$ cat src/rtl/pueo_uram_read_sched_if.sv
// Readout scheduler bus: requester handshake, buffer address/data strobes
// and completion status, bundled for the scheduler and its environment.
interface pueo_uram_read_sched_if #(
   parameter int NREQ     = 4,
   parameter int ADDRLEN  = 14,
   parameter int ADDRBITS = 16
);
   logic [NREQ-1:0]         req_valid_i;
   logic [NREQ*ADDRLEN-1:0] req_addr_i;
   logic [NREQ-1:0]         req_ready_o;
   logic [ADDRBITS-1:0]     uram_addr_o;
   logic                    uram_valid_o;
   logic                    uram_ready_i;
   logic                    uram_dvalid_i;
   logic                    done_o;
   logic [$clog2(NREQ)-1:0] done_id_o;
   logic                    timeout_o;
   logic                    busy_o;

   // Scheduler side
   modport master (
      input  req_valid_i, req_addr_i, uram_ready_i, uram_dvalid_i,
      output req_ready_o, uram_addr_o, uram_valid_o, done_o, done_id_o,
             timeout_o, busy_o
   );

   // Requesters and buffer side
   modport slave (
      output req_valid_i, req_addr_i, uram_ready_i, uram_dvalid_i,
      input  req_ready_o, uram_addr_o, uram_valid_o, done_o, done_id_o,
             timeout_o, busy_o
   );
endinterface

$ cat src/rtl/pueo_uram_read_sched.sv
// URAM readout scheduler: round-robin arbitration between requesters, issue
// of a pre-trigger-adjusted base address, beat counting with a watchdog.
// One readout is outstanding at a time.
module pueo_uram_read_sched #(
   parameter int NREQ     = 4,
   parameter int ADDRLEN  = 14,
   parameter int ADDRBITS = 16,
   parameter int RDLEN    = 1024,
   parameter int PRETRIG  = 256,
   parameter int TIMEOUT  = 8192
)(
   input logic                    memclk,
   input logic                    memclk_rstn_i,
   pueo_uram_read_sched_if.master sched_bus
);
   localparam int IDW  = $clog2(NREQ);
   localparam int CNTW = $clog2(RDLEN) + 1;
   localparam int WDW  = $clog2(TIMEOUT) + 1;

   typedef enum logic [2:0] {
      S_IDLE  = 3'd0,
      S_GRANT = 3'd1,
      S_ISSUE = 3'd2,
      S_DRAIN = 3'd3,
      S_DONE  = 3'd4
   } state_t;

   state_t              r_state;
   state_t              w_state_next;
   logic [1:0]          r_rst_sync;
   logic                w_rstn;
   logic [IDW-1:0]      r_ptr;
   logic [IDW-1:0]      w_sel;
   logic                w_found;
   logic [ADDRLEN-1:0]  w_req_addr;
   logic [ADDRLEN-1:0]  w_issue_addr;
   logic [NREQ-1:0]     r_req_ready;
   logic [IDW-1:0]      r_done_id;
   logic [ADDRBITS-1:0] r_uram_addr;
   logic                r_uram_valid;
   logic [CNTW-1:0]     r_beat_cnt;
   logic [WDW-1:0]      r_wdog;
   logic                w_active;
   logic                w_wdog_exp;

   // Reset asserts at once but releases only after two memclk edges
   always_ff @(posedge memclk or negedge memclk_rstn_i) begin
      if (!memclk_rstn_i) r_rst_sync <= '0;
      else                r_rst_sync <= {r_rst_sync[0], 1'b1};
   end
   assign w_rstn = r_rst_sync[1];

   // Round-robin search starting at the pointer, wrapping past NREQ-1
   always_comb begin
      w_sel   = '0;
      w_found = 1'b0;
      for (int i = 0; i < NREQ; i++) begin
         if (!w_found && sched_bus.req_valid_i[(int'(r_ptr) + i) % NREQ]) begin
            w_found = 1'b1;
            w_sel   = IDW'((int'(r_ptr) + i) % NREQ);
         end
      end
   end

   // Pre-trigger offset applied modulo the URAM depth so low addresses wrap
   assign w_req_addr   = sched_bus.req_addr_i[int'(w_sel)*ADDRLEN +: ADDRLEN];
   assign w_issue_addr = ADDRLEN'(w_req_addr - ADDRLEN'(PRETRIG));

   assign w_active   = (r_state == S_ISSUE) || (r_state == S_DRAIN);
   assign w_wdog_exp = w_active && (r_wdog == WDW'(TIMEOUT - 1));

   // State register
   always_ff @(posedge memclk or negedge w_rstn) begin
      if (!w_rstn) r_state <= S_IDLE;
      else         r_state <= w_state_next;
   end

   // Next-state logic; the watchdog wins over a same-cycle final beat
   always_comb begin
      w_state_next = r_state;
      case (r_state)
         S_IDLE:  if (|sched_bus.req_valid_i) w_state_next = S_GRANT;
         S_GRANT: w_state_next = S_ISSUE;
         S_ISSUE: begin
            if (w_wdog_exp)                  w_state_next = S_IDLE;
            else if (sched_bus.uram_ready_i) w_state_next = S_DRAIN;
         end
         S_DRAIN: begin
            if (w_wdog_exp)
               w_state_next = S_IDLE;
            else if (sched_bus.uram_dvalid_i && r_beat_cnt == CNTW'(RDLEN - 1))
               w_state_next = S_DONE;
         end
         S_DONE:  w_state_next = S_IDLE;
         default: w_state_next = S_IDLE;
      endcase
   end

   // Grant capture on entry to GRANT: one-hot ready pulse, id, address, pointer
   always_ff @(posedge memclk or negedge w_rstn) begin
      if (!w_rstn) begin
         r_req_ready <= '0;
         r_done_id   <= '0;
         r_uram_addr <= '0;
         r_ptr       <= '0;
      end else if (r_state == S_IDLE && w_found) begin
         r_req_ready <= NREQ'(1) << w_sel;
         r_done_id   <= w_sel;
         r_uram_addr <= ADDRBITS'(w_issue_addr);
         r_ptr       <= IDW'((int'(w_sel) + 1) % NREQ);
      end else begin
         r_req_ready <= '0;
      end
   end

   // Address valid is high exactly while the FSM sits in ISSUE
   always_ff @(posedge memclk or negedge w_rstn) begin
      if (!w_rstn) r_uram_valid <= 1'b0;
      else         r_uram_valid <= (w_state_next == S_ISSUE);
   end

   // Beat counter: counts only in DRAIN, cleared everywhere else and on abort
   always_ff @(posedge memclk or negedge w_rstn) begin
      if (!w_rstn)
         r_beat_cnt <= '0;
      else if (r_state == S_DRAIN && !w_wdog_exp) begin
         if (sched_bus.uram_dvalid_i) r_beat_cnt <= r_beat_cnt + 1'b1;
      end else
         r_beat_cnt <= '0;
   end

   // Watchdog: counts ISSUE+DRAIN cycles, zero otherwise
   always_ff @(posedge memclk or negedge w_rstn) begin
      if (!w_rstn)                  r_wdog <= '0;
      else if (w_active && !w_wdog_exp) r_wdog <= r_wdog + 1'b1;
      else                          r_wdog <= '0;
   end

   assign sched_bus.req_ready_o  = r_req_ready;
   assign sched_bus.uram_addr_o  = r_uram_addr;
   assign sched_bus.uram_valid_o = r_uram_valid;
   assign sched_bus.done_o       = (r_state == S_DONE);
   assign sched_bus.done_id_o    = r_done_id;
   assign sched_bus.timeout_o    = w_wdog_exp;
   assign sched_bus.busy_o       = (r_state != S_IDLE);
endmodule

$ cat src/flat_wrapper.sv
// flat-port wrapper written by rule: the top's interface ports become plain ports
module pueo_uram_read_sched_flat 
#(
   parameter int NREQ     = 4,
   parameter int ADDRLEN  = 14,
   parameter int ADDRBITS = 16,
   parameter int RDLEN    = 1024,
   parameter int PRETRIG  = 256,
   parameter int TIMEOUT  = 8192
)
  (memclk, memclk_rstn_i, sched_bus_req_valid_i, sched_bus_req_addr_i, sched_bus_uram_ready_i, sched_bus_uram_dvalid_i, sched_bus_req_ready_o, sched_bus_uram_addr_o, sched_bus_uram_valid_o, sched_bus_done_o, sched_bus_done_id_o, sched_bus_timeout_o, sched_bus_busy_o);
  pueo_uram_read_sched_if #(.NREQ(NREQ), .ADDRLEN(ADDRLEN), .ADDRBITS(ADDRBITS)) sched_bus_i ();
  input logic memclk;
  input logic memclk_rstn_i;
  input wire logic [$bits(sched_bus_i.req_valid_i)-1:0] sched_bus_req_valid_i;
  input wire logic [$bits(sched_bus_i.req_addr_i)-1:0] sched_bus_req_addr_i;
  input wire logic [$bits(sched_bus_i.uram_ready_i)-1:0] sched_bus_uram_ready_i;
  input wire logic [$bits(sched_bus_i.uram_dvalid_i)-1:0] sched_bus_uram_dvalid_i;
  output wire logic [$bits(sched_bus_i.req_ready_o)-1:0] sched_bus_req_ready_o;
  output wire logic [$bits(sched_bus_i.uram_addr_o)-1:0] sched_bus_uram_addr_o;
  output wire logic [$bits(sched_bus_i.uram_valid_o)-1:0] sched_bus_uram_valid_o;
  output wire logic [$bits(sched_bus_i.done_o)-1:0] sched_bus_done_o;
  output wire logic [$bits(sched_bus_i.done_id_o)-1:0] sched_bus_done_id_o;
  output wire logic [$bits(sched_bus_i.timeout_o)-1:0] sched_bus_timeout_o;
  output wire logic [$bits(sched_bus_i.busy_o)-1:0] sched_bus_busy_o;
  assign sched_bus_i.req_valid_i = sched_bus_req_valid_i;
  assign sched_bus_i.req_addr_i = sched_bus_req_addr_i;
  assign sched_bus_i.uram_ready_i = sched_bus_uram_ready_i;
  assign sched_bus_i.uram_dvalid_i = sched_bus_uram_dvalid_i;
  assign sched_bus_req_ready_o = sched_bus_i.req_ready_o;
  assign sched_bus_uram_addr_o = sched_bus_i.uram_addr_o;
  assign sched_bus_uram_valid_o = sched_bus_i.uram_valid_o;
  assign sched_bus_done_o = sched_bus_i.done_o;
  assign sched_bus_done_id_o = sched_bus_i.done_id_o;
  assign sched_bus_timeout_o = sched_bus_i.timeout_o;
  assign sched_bus_busy_o = sched_bus_i.busy_o;
  pueo_uram_read_sched #(.NREQ(NREQ), .ADDRLEN(ADDRLEN), .ADDRBITS(ADDRBITS), .RDLEN(RDLEN), .PRETRIG(PRETRIG), .TIMEOUT(TIMEOUT)) u_core (.memclk(memclk), .memclk_rstn_i(memclk_rstn_i), .sched_bus(sched_bus_i));
endmodule
$ cat config.mk
export PLATFORM = sky130hd
export DESIGN_NAME = pueo_uram_read_sched_flat
export DESIGN_NICKNAME = d
export VERILOG_FILES = /design/src/rtl/pueo_uram_read_sched_if.sv /design/src/rtl/pueo_uram_read_sched.sv /design/src/flat_wrapper.sv
export SDC_FILE = /design/constraint.sdc
export NUM_CORES = 1
export LEC_CHECK = 0
export ABC_AREA = 1
export CAP_MARGIN = 20
export CORE_ASPECT_RATIO = 1.75
export CORE_MARGIN = 2
export CORE_UTILIZATION = 49
export DETAILED_ROUTE_END_ITERATION = 12
export PLACE_DENSITY = 0.8
export SKIP_LAST_GASP = 1
export SYNTH_ARGS = -nofsm -noshare
export SYNTH_HDL_FRONTEND = slang
export SYNTH_SLANG_ARGS = --single-unit
$ cat constraint.sdc
create_clock -name memclk -period 1.86 [get_ports memclk]
set_input_delay 0.279 -clock memclk [delete_from_list [all_inputs] [get_ports memclk]]
set_output_delay 0.279 -clock memclk [all_outputs]
set_load 0.1 [all_outputs]
==> impl_results.md <==
* Std-Cell Rows at 40
* Cts hold-fix bufs at 0
* First-pass iteration count of the detailed router at 6
* Largest fanout on the critical path at 5
* Final max-slew violation count at 0
* Setup Viol. Count Final at 51
* Core area at 6810 um2
* Largest net degree at the start of global routing at 52
* Area delta synth->final at 80.8%
* Unrepaired setup endpoints after global routing: true
* Routed via count at 4,229
* Nets at 693
* Worst Tran Pin Value at 0.568 ns
* Peak supply drop at 1.43 mV
* Overall Global Routing Usage at 31.4%
* Yosys top cell area share at 38.7%
* Fin. Hold Viols at 0
* Port bufs at 87
* IO Pins at 90
* Area after DPL at 4790 um2
* GRT Residual Overflow at 0
* Num CTS Buffers at 5
* Setup TNS at -18.59 ns
* Synth Cell Area at 3420 um2
* Iter 0 DRT Violations at 490
* Clk slew on worst S/H paths at 0.07 ns
* Die span in y at 115 um
* F_max at 384 MHz
* Detailed Place HPWL at 7280 um
* Synth Flop Type: dfrtp_1
* Die X at 67.2 um
* Worst hold slack at 0.137 ns
* First-pass GRT wire length at 18,300 um
* Routed wire length at 15,800 um
* Asr flop ratio synth at 100%
* Max Cap Viol at 0
* Clock tree from TritonCTS: built
* Clk sinks at 53
* Count of unique library cells instantiated by Yosys at 41
* Vias/cell at 5.98
* Critical Path RT at 2.09 ns
* FF-to-FF setup slack at -0.74 ns
* Place WS at -0.594 ns
* Area leader, netlist: dfrtp_1
* YS warnings at 0
* LEAKAGE at 2.88 nW
* Root Buffer: clkbuf_16
* Status: finished with violations
* Critical Path Sink Type: flop
* Register area share after synthesis at 38.7%
* Post-synth EDFFs at 0
* Starting density of the core at 50.3%
* Power Density at 1800 nW/um2
* Arrival time of the worst setup path at 2.83 ns
* Failing checks: setup timing
* Die ar. at 7700 um2
* Seq cells post-synth at 53
* Placer Congestion at 0.897
* HP Class: in -> async
* Vias in the first global route at 4,029
* Final setup skew at 0.00604 ns
* Final period util at 140%
* Antenna violations before repair at 0
* Mean post-synth cell area at 7.63 um2
* Final core occ at 91.0%
* Share of cells above drive strength 1 at 46.7%
* Final WS setup at -0.741 ns
* WS Path Type: reg -> reg
* Avg WL per Cell at 22.3 um
* Gate Count Post-Synth at 449
* Design area at 6190 um2
* CP Launch Type: flop
* # diodes at 0
* Clock latency on the worst-skew pair at 0.30 ns
* Slew headroom at 61.9%
* Synth top area cells: dfrtp_1, nand2_1, inv_1
* Routed Antenna Nets at 0
* DRC at 0
* H-tree levels at 2
* CTS max path bufs at 2
* Minimum clock period at 2.60 ns
[cell usage in the layout, fill, tap and decap left out, types with 6 or more instances in the layout]
master,netlist,final
nand2_2,15,33
buf_6,5,19
nand2_1,103,54
dfrtp_1,53,50
clkdlybuf4s50_1,0,63
nor2_4,3,16
nor3_1,13,7
buf_12,0,10
o21ai_2,0,7
nor2_2,5,6
nand4_1,10,10
nand3_4,2,13
nor2_1,48,34
inv_1,49,42
nand2_8,1,7
nor3_2,1,6
o21ai_1,5,9
o211ai_1,6,6
nand3_1,25,15
buf_4,3,78
nand2_4,6,31
inv_2,4,6
[kinds of logic after synthesis]
logic type,count (synthesis),synth area share (%)
AO/OA/AOI/OAI,55,9.65
XOR/XNOR,5,1.28
adder cells (fa/ha/maj),7,2.56
buffers and inverters,69,9.35
flip-flops,53,38.7
other,2,0.219
AND/OR/NAND/NOR,258,38.2
[cell usage after synthesis, types with 7 or more instances]
| cell | instances |
|---|---|
| a21oi_1 | 9 |
| dfrtp_1 | 53 |
| ha_1 | 7 |
| inv_1 | 49 |
| nand2_1 | 103 |
| nand2_2 | 15 |
| nand3_1 | 25 |
| nand4_1 | 10 |
| nor2_1 | 48 |
| nor3_1 | 13 |
| o21ai_0 | 19 |
| or2_2 | 8 |
[through the flow]
| stage | total power, mW | instances |
|---|---|---|
| finish | 11.1 | 707 |
| global route | 11.5 | 707 |
| CTS | 8.99 | 695 |
| detailed placement | 6.81 | 661 |
| global placement | 6.68 | 661 |
| floorplan | 5.24 | 450 |
[worst max-delay path, stage by stage, from the launching register on]
cell and delay [ns]:
dfrtp_1 0.39, ha_2 0.21, nand2_2 0.08, nor2_4 0.10
nand2_2 0.07, nor2_4 0.10, nand2_2 0.06, inv_2 0.09
nand2_4 0.07, nor3_4 0.17, nand2_2 0.14, buf_6 0.16
nand2_8 0.07, nor2_4 0.05, nand2_4 0.10, nand2_2 0.07
nor2_2 0.12, nand2_1 0.13, nand2_1 0.14, nand2_1 0.10
nor2_2 0.11
[state kept, by name, indices dropped and copies added, names as in the netlist]
register	cells
u_core.r_beat_cnt	11
u_core.sched_bus.done_id_o	2
u_core.r_state	3
u_core.r_ptr	2
u_core.sched_bus.uram_valid_o	1
u_core.r_wdog	14
u_core.sched_bus.req_ready_o	4
u_core.r_rst_sync	2
u_core.sched_bus.uram_addr_o	14
[where the power goes]
group / total [mW] / internal, mW / switching [mW]
Clock: 0.980 / 0.539 / 0.441
Sequential: 1.68 / 1.43 / 0.258
Combinational: 8.48 / 3.44 / 5.04
[worst paths after layout]
kind,cells after the start,end,start
max in group asynchronous,1,u_core.r_ptr[1]$_DFFE_PN0P_,u_core.r_rst_sync[1]$_DFF_PN0_
worst max register to register,20,u_core.r_beat_cnt[5]$_DFFE_PN0P_,u_core.r_wdog[1]$_DFF_PN0_
worst max-delay path,20,u_core.r_beat_cnt[5]$_DFFE_PN0P_,u_core.r_wdog[1]$_DFF_PN0_
min in group memclk,0,u_core.r_rst_sync[1]$_DFF_PN0_,u_core.r_rst_sync[0]$_DFF_PN0_
worst min register to register,1,u_core.r_beat_cnt[0]$_DFFE_PN0P_,u_core.r_rst_sync[1]$_DFF_PN0_
worst min-delay path,1,u_core.r_rst_sync[0]$_DFF_PN0_,memclk_rstn_i
[routing by layer]
layer | part of all wire [%] | up-vias | track usage, %
li1 | - | 1802 | -
met3 | 7.1 | 103 | 4.23
met5 | 0 | - | 0
met4 | 6.8 | 0 | 18.5
met2 | 55 | 327 | 58.7
met1 | 31 | 1997 | 31.4
[cell type report]
type                    instances  area, um2
multi-input cells             328       2580
flip-flops and latches         53       1330
inverters                      56        251
repair buffers                177       1770
fillers                       249        616
repair inverters                1       8.76
well taps                      84        105
clock buffers                   8        146
[timing repair]
action	4_1_cts	5_1_grt
setup buffers	23	21
setup endpoints to repair	50	52
gates cloned	5	0
pin swaps	30	57
gates resized for setup	91	145
Note: power is estimated with default switching activity, not from simulation.
==> RTL edit 1 (same flow settings) <==
The 5 states of `state_t` get a one-hot encoding in 5 bits.
--- a/src/rtl/pueo_uram_read_sched.sv
+++ b/src/rtl/pueo_uram_read_sched.sv
@@ -17,12 +17,12 @@
    localparam int CNTW = $clog2(RDLEN) + 1;
    localparam int WDW  = $clog2(TIMEOUT) + 1;
 
-   typedef enum logic [2:0] {
-      S_IDLE  = 3'd0,
-      S_GRANT = 3'd1,
-      S_ISSUE = 3'd2,
-      S_DRAIN = 3'd3,
-      S_DONE  = 3'd4
+   typedef enum logic [4:0] {
+      S_IDLE  = 5'b00001,
+      S_GRANT = 5'b00010,
+      S_ISSUE = 5'b00100,
+      S_DRAIN = 5'b01000,
+      S_DONE  = 5'b10000
    } state_t;
 
    state_t              r_state;
Formal check against the unedited RTL: same outputs for any inputs over 4 cycles, from zero or initial values and one cycle with memclk_rstn_i low; so few cycles prove little.
==> RTL edit 1 against the unedited design <==
- the flow still finishes with violations (negative setup slack)
- global-route usage grew 1.2 points
- sequential cell count grew 2
- utilization grew 2.3 points
- synthesized area shrank 0.84%
- non-clock buffer count grew 18
- cell area grew 2.5%
- final cell count grew 3.0%
- routed wire length grew 14%
- worst hold slack lost 11 ps
- setup slack lost 360 ps
- highest routed layer unchanged
Power is left out: the tool's default activity adds up to more than one toggle a clock period on the data nets, which glitch-free logic cannot reach.
==> RTL edit 1: results (changes against the unedited design) <==
Met2 usage in global routing - 0.579 (-0.00813)
Ys flop type - dfrtp_1
First-pass DRT Iterations - 6 (unchanged)
Clk_skew - 6.48 ps (+0.443 ps)
CP arrival - 2680 ps (-150 ps)
Asr flop ratio synth - 1.00 (unchanged)
Grt met3 use - 0.0560 (+0.0138)
Clock transition at the registers of the reported paths - 70 ps (about the same)
Nets@finish - 714 (+3.0%)
GR Layer Usage met1 - 0.339 (+0.0248)
Final wirelength - 17900 um (+14%)
Fraction of layout cells with a size suffix above 1 - 0.466 (-0.00126)
GPL Wtd Cong - 0.840 (-6.4%)
Total track usage - 0.326 (+0.0120)
Synthesis warning total - 0 (unchanged)
Global-route wire length before repair - 19000 um (+4.0%)
Sequential area share after synthesis - 0.406 (+0.0184)
Failing checks - negative setup slack
Post-synthesis mux area share - 0.00295 (+0.00295)
Synth Area in Adders - 0.0258 (+0.000217)
Largest family of logic cells by synthesized area - simple AND/OR/NAND/NOR gates
DP Cell Count - 661 (unchanged)
TritonCTS buffer count - 5 (unchanged)
Largest net degree at the start of global routing - 54 (+3.8%)
Worst-skew pair later-pin latency - 310 ps
Root buffer cell - clkbuf_16
Average cell area after synthesis - 7.51 um2 (-1.5%)
# fillers - 201 (-19%)
PortBufs - 87 (unchanged)
Dominant cells by area after synthesis - dfrtp_1, nand2_1, nor2_1
Hold Crit Class - input pin to async pin
Cell variety after synth - 41 (unchanged)
Ant. Diodes - 0 (unchanged)
Final WS setup - -1100 ps (-355 ps)
Initial DRC count - 520 (+6.1%)
DR WL/cell - 24.6 um (+10%)
Synth Area in Compound Gates - 0.101 (+0.00450)
# setup viols final - 54 (+5.9%)
Clock Path Buffers - 2 (unchanged)
Status - finished with violations
Number of global-route vias before repair - 4156 (+3.2%)
Htree depth - 2 (unchanged)
Vias per cell - 6.38 (+6.6%)
Commonest cells in the synthesized netlist - nand2_1, nor2_1, dfrtp_1, inv_1, nand3_1
DPL Wire Length - 7010 um (-3.7%)
Synth Area in XOR/XNOR - 0.0181 (+0.00527)
Initial antenna violation count - 0 (unchanged)
Critical path fanouts, max - 2 (-3)
RTL edit 1: cell types whose count changed after synthesis, moves of 4 or more:
cell      change
a31oi_1       +4
nand3_2       -4
nor2_1       +18
nor2_2        -4
nor3_1        -4
o211ai_1      -4
o311ai_1      -5
or2_1         -4
or2_2         -8
RTL edit 1: per-stage QoR:
step                setup slack [ps]  cell area [um2]  TNS [ps]  utilization
floorplan                       -691             3530     -1170            -
global placement                -480             4800    -12560        0.705
detailed placement              -565             4800    -15400        0.705
CTS                             -717             5730     -8980        0.842
global route                   -1160             6340    -27540        0.932
finish                         -1100             6340    -24280        0.932
RTL edit 1: final timing paths:
path	cells after the start	slack, ps	end	startpoint
worst max register to register	18	-740	u_core.sched_bus.uram_addr_o[13]	u_core.r_ptr[0]
min in group memclk	0	360	u_core.r_rst_sync[1]	u_core.r_rst_sync[0]
worst min-delay path	1	130	u_core.r_rst_sync[0]	memclk_rstn_i
worst max-delay path	13	-1100	sched_bus_timeout_o	u_core.r_wdog[1]
worst min register to register	1	250	u_core.sched_bus.uram_addr_o[6]	u_core.r_rst_sync[1]
max in group asynchronous	1	1300	u_core.r_state[0]	u_core.r_rst_sync[1]
RTL edit 1: logic make-up after synthesis:
logic type	after synthesis
AND/OR/NAND/NOR	253
adder cells (fa/ha/maj)	7
buffers and inverters	67
other	2
XOR/XNOR	7
AO/OA/AOI/OAI	60
flip-flops	55
multiplexers	1
RTL edit 1: timing repair:
action,4_1_cts,5_1_grt
resized for setup,109,141
setup endpoints to repair,50,54
gates cloned,4,2
setup buffers,41,32
pin swaps,22,70
RTL edit 1: worst max-delay path, stage by stage, from the launching register on:
cell	delay (ps)
dfrtp_1	530
ha_4	250
nand2_4	70
nor2_4	80
inv_2	50
nor2_2	120
and3_4	210
nand2_4	60
nor2_4	110
inv_2	80
nor3_4	180
nand3_2	140
nor3_4	270
buf_12	210
RTL edit 1: cell type report:
class                           count  area [um2]  share of cell area
Multi-Input combinational cell    332        2540               0.400
Tap cell                           84         105              0.0166
Timing Repair inverter              2        12.5             0.00197
Inverter                           52         245              0.0387
Timing Repair Buffer              195        1900               0.300
Clock inverter                      1        30.0             0.00473
Clock buffer                        7         133              0.0209
Sequential cell                    55        1380               0.218
RTL edit 1: layer usage:
layer | vias to the layer above | share of wire
met2 | 418 | 0.50
met3 | 191 | 0.088
met1 | 2182 | 0.29
met4 | 0 | 0.12
met5 | - | 0
li1 | 1851 | -
==> RTL edit 2 (same flow settings) <==
Made on the original files. `ADDRBITS` is set to 16 in 3 places; all go to 15.
--- a/src/rtl/pueo_uram_read_sched_if.sv
+++ b/src/rtl/pueo_uram_read_sched_if.sv
@@ -3,7 +3,7 @@
 interface pueo_uram_read_sched_if #(
    parameter int NREQ     = 4,
    parameter int ADDRLEN  = 14,
-   parameter int ADDRBITS = 16
+   parameter int ADDRBITS = 15
 );
    logic [NREQ-1:0]         req_valid_i;
    logic [NREQ*ADDRLEN-1:0] req_addr_i;
--- a/src/rtl/pueo_uram_read_sched.sv
+++ b/src/rtl/pueo_uram_read_sched.sv
@@ -4,7 +4,7 @@
 module pueo_uram_read_sched #(
    parameter int NREQ     = 4,
    parameter int ADDRLEN  = 14,
-   parameter int ADDRBITS = 16,
+   parameter int ADDRBITS = 15,
    parameter int RDLEN    = 1024,
    parameter int PRETRIG  = 256,
    parameter int TIMEOUT  = 8192
--- a/src/flat_wrapper.sv
+++ b/src/flat_wrapper.sv
@@ -3,7 +3,7 @@
 #(
    parameter int NREQ     = 4,
    parameter int ADDRLEN  = 14,
-   parameter int ADDRBITS = 16,
+   parameter int ADDRBITS = 15,
    parameter int RDLEN    = 1024,
    parameter int PRETRIG  = 256,
    parameter int TIMEOUT  = 8192
Ports: changed (resized sched_bus_uram_addr_o); port bits go from 90 to 89. The function was not compared with the original's and may differ.
==> RTL edit 2 against the unedited design <==
- largest power group unchanged
- worst hold slack worse by 19 ps
- sequential cell count is the same
- critical path type unchanged
- synthesized area down 0.22%
- the run still ends with negative setup slack left
- count of clock-buffer cells in the layout down 1
- setup slack better by 220 ps
- power is 11% lower
- critical endpoint is now u_core.sched_bus.uram_addr_o[3]
- cell area shrank 4.3%
- routed wire length fell by 18%
- die area is 0.21% lower
==> RTL edit 2: results (changes against the unedited design) <==
# setup viols final - 52 (+2.0%)
Vias per cell - 5.54 (-7.4%)
Reg2Reg Depth - 15 (-25%)
DR WL/cell - 18.4 um (-17%)
DPL Wire Length - 7120 um (-2.2%)
Final WS setup - -517 ps (+224 ps)
Slew Limit Headroom - 0.539 (-0.0792)
Reg2reg end - u_core.sched_bus.uram_addr_o[3]
Crit-path max cell delay - 440 ps (+50 ps)
Status - finished with violations
Final hold slack - 118 ps (-19.3 ps)
Global-route wire length before repair - 17500 um (-4.0%)
First-pass DRT Iterations - 4 (-2)
Max IR drop VDD - 1060 uV (-26%)
Sequential area share after synthesis - 0.388 (+0.000851)
CP arrival - 2540 ps (-290 ps)
Switching share of power - 0.504 (-0.0106)
Number of global-route vias before repair - 3817 (-5.3%)
Grt met3 use - 0.0383 (-0.00393)
WL met3 - 569 um (-50%)
Fraction of layout cells with a size suffix above 1 - 0.429 (-0.0378)
Total track usage - 0.303 (-0.0111)
GPL Wtd Cong - 0.871 (-2.9%)
Largest net degree at the start of global routing - 45 (-13%)
Hold Crit Class - flop to async pin
Metal1 wirelength - 4270 um (-13%)
Metal2 WL - 7410 um (-14%)
Failing checks - negative setup slack
Met2 usage in global routing - 0.579 (-0.00858)
Static Leakage - 0.00280 uW (-3.0%)
Dominant cells by area after synthesis - dfrtp_1, nand2_1, inv_1
-- RTL edit 2: power groups by stage --
| stage | sequential (uW) | clock, uW | combinational, uW |
|---|---|---|---|
| floorplan | 2740 | 0 | 2490 |
| finish | 1660 | 927 | 7380 |
| global placement | 1620 | 0 | 4860 |
| CTS | 1630 | 926 | 6170 |
| global route | 1670 | 981 | 7780 |
| detailed placement | 1630 | 0 | 4980 |
-- RTL edit 2: final cells by class --
cell class,instances,area [um2]
inverters,56,244
multi-input cells,328,2360
well taps,84,105
repair inverters,1,8.76
clock buffers,7,143
flip-flops and latches,53,1330
fillers,332,883
repair buffers,177,1730
-- RTL edit 2: cell families after synthesis --
kind of cell | share of synthesized area
flip-flops | 0.388
AND/OR/NAND/NOR | 0.383
other | 0.00220
XOR/XNOR | 0.0128
buffers and inverters | 0.0915
adder cells (fa/ha/maj) | 0.0256
AO/OA/AOI/OAI | 0.0967
-- RTL edit 2: per-stage QoR --
| stage | setup TNS [ps] | total power (uW) | worst slack, ps | instance area [um2] | cells |
|---|---|---|---|---|---|
| CTS | -9050 | 8730 | -425 | 5480 | 689 |
| global placement | -9860 | 6470 | -521 | 4760 | 658 |
| finish | -14610 | 9970 | -517 | 5920 | 706 |
| detailed placement | -12240 | 6610 | -597 | 4760 | 658 |
| floorplan | -1940 | 5230 | -216 | 3470 | 448 |
| global route | -19970 | 10400 | -675 | 5920 | 706 |
-- RTL edit 2: repair_timing --
action,4_1_cts,5_1_grt
setup buffers,20,25
cloned,5,0
resized for setup,96,95
pin swaps,27,38
endpoints found under the setup margin,49,53
-- RTL edit 2: worst register-to-register path: cells and delay by family, from the launching register on --
family | cells | cell delay, ps
flip-flops | 1 | 440
buffers and inverters | 5 | 670
AO/OA/AOI/OAI | 2 | 230
AND/OR/NAND/NOR | 8 | 910
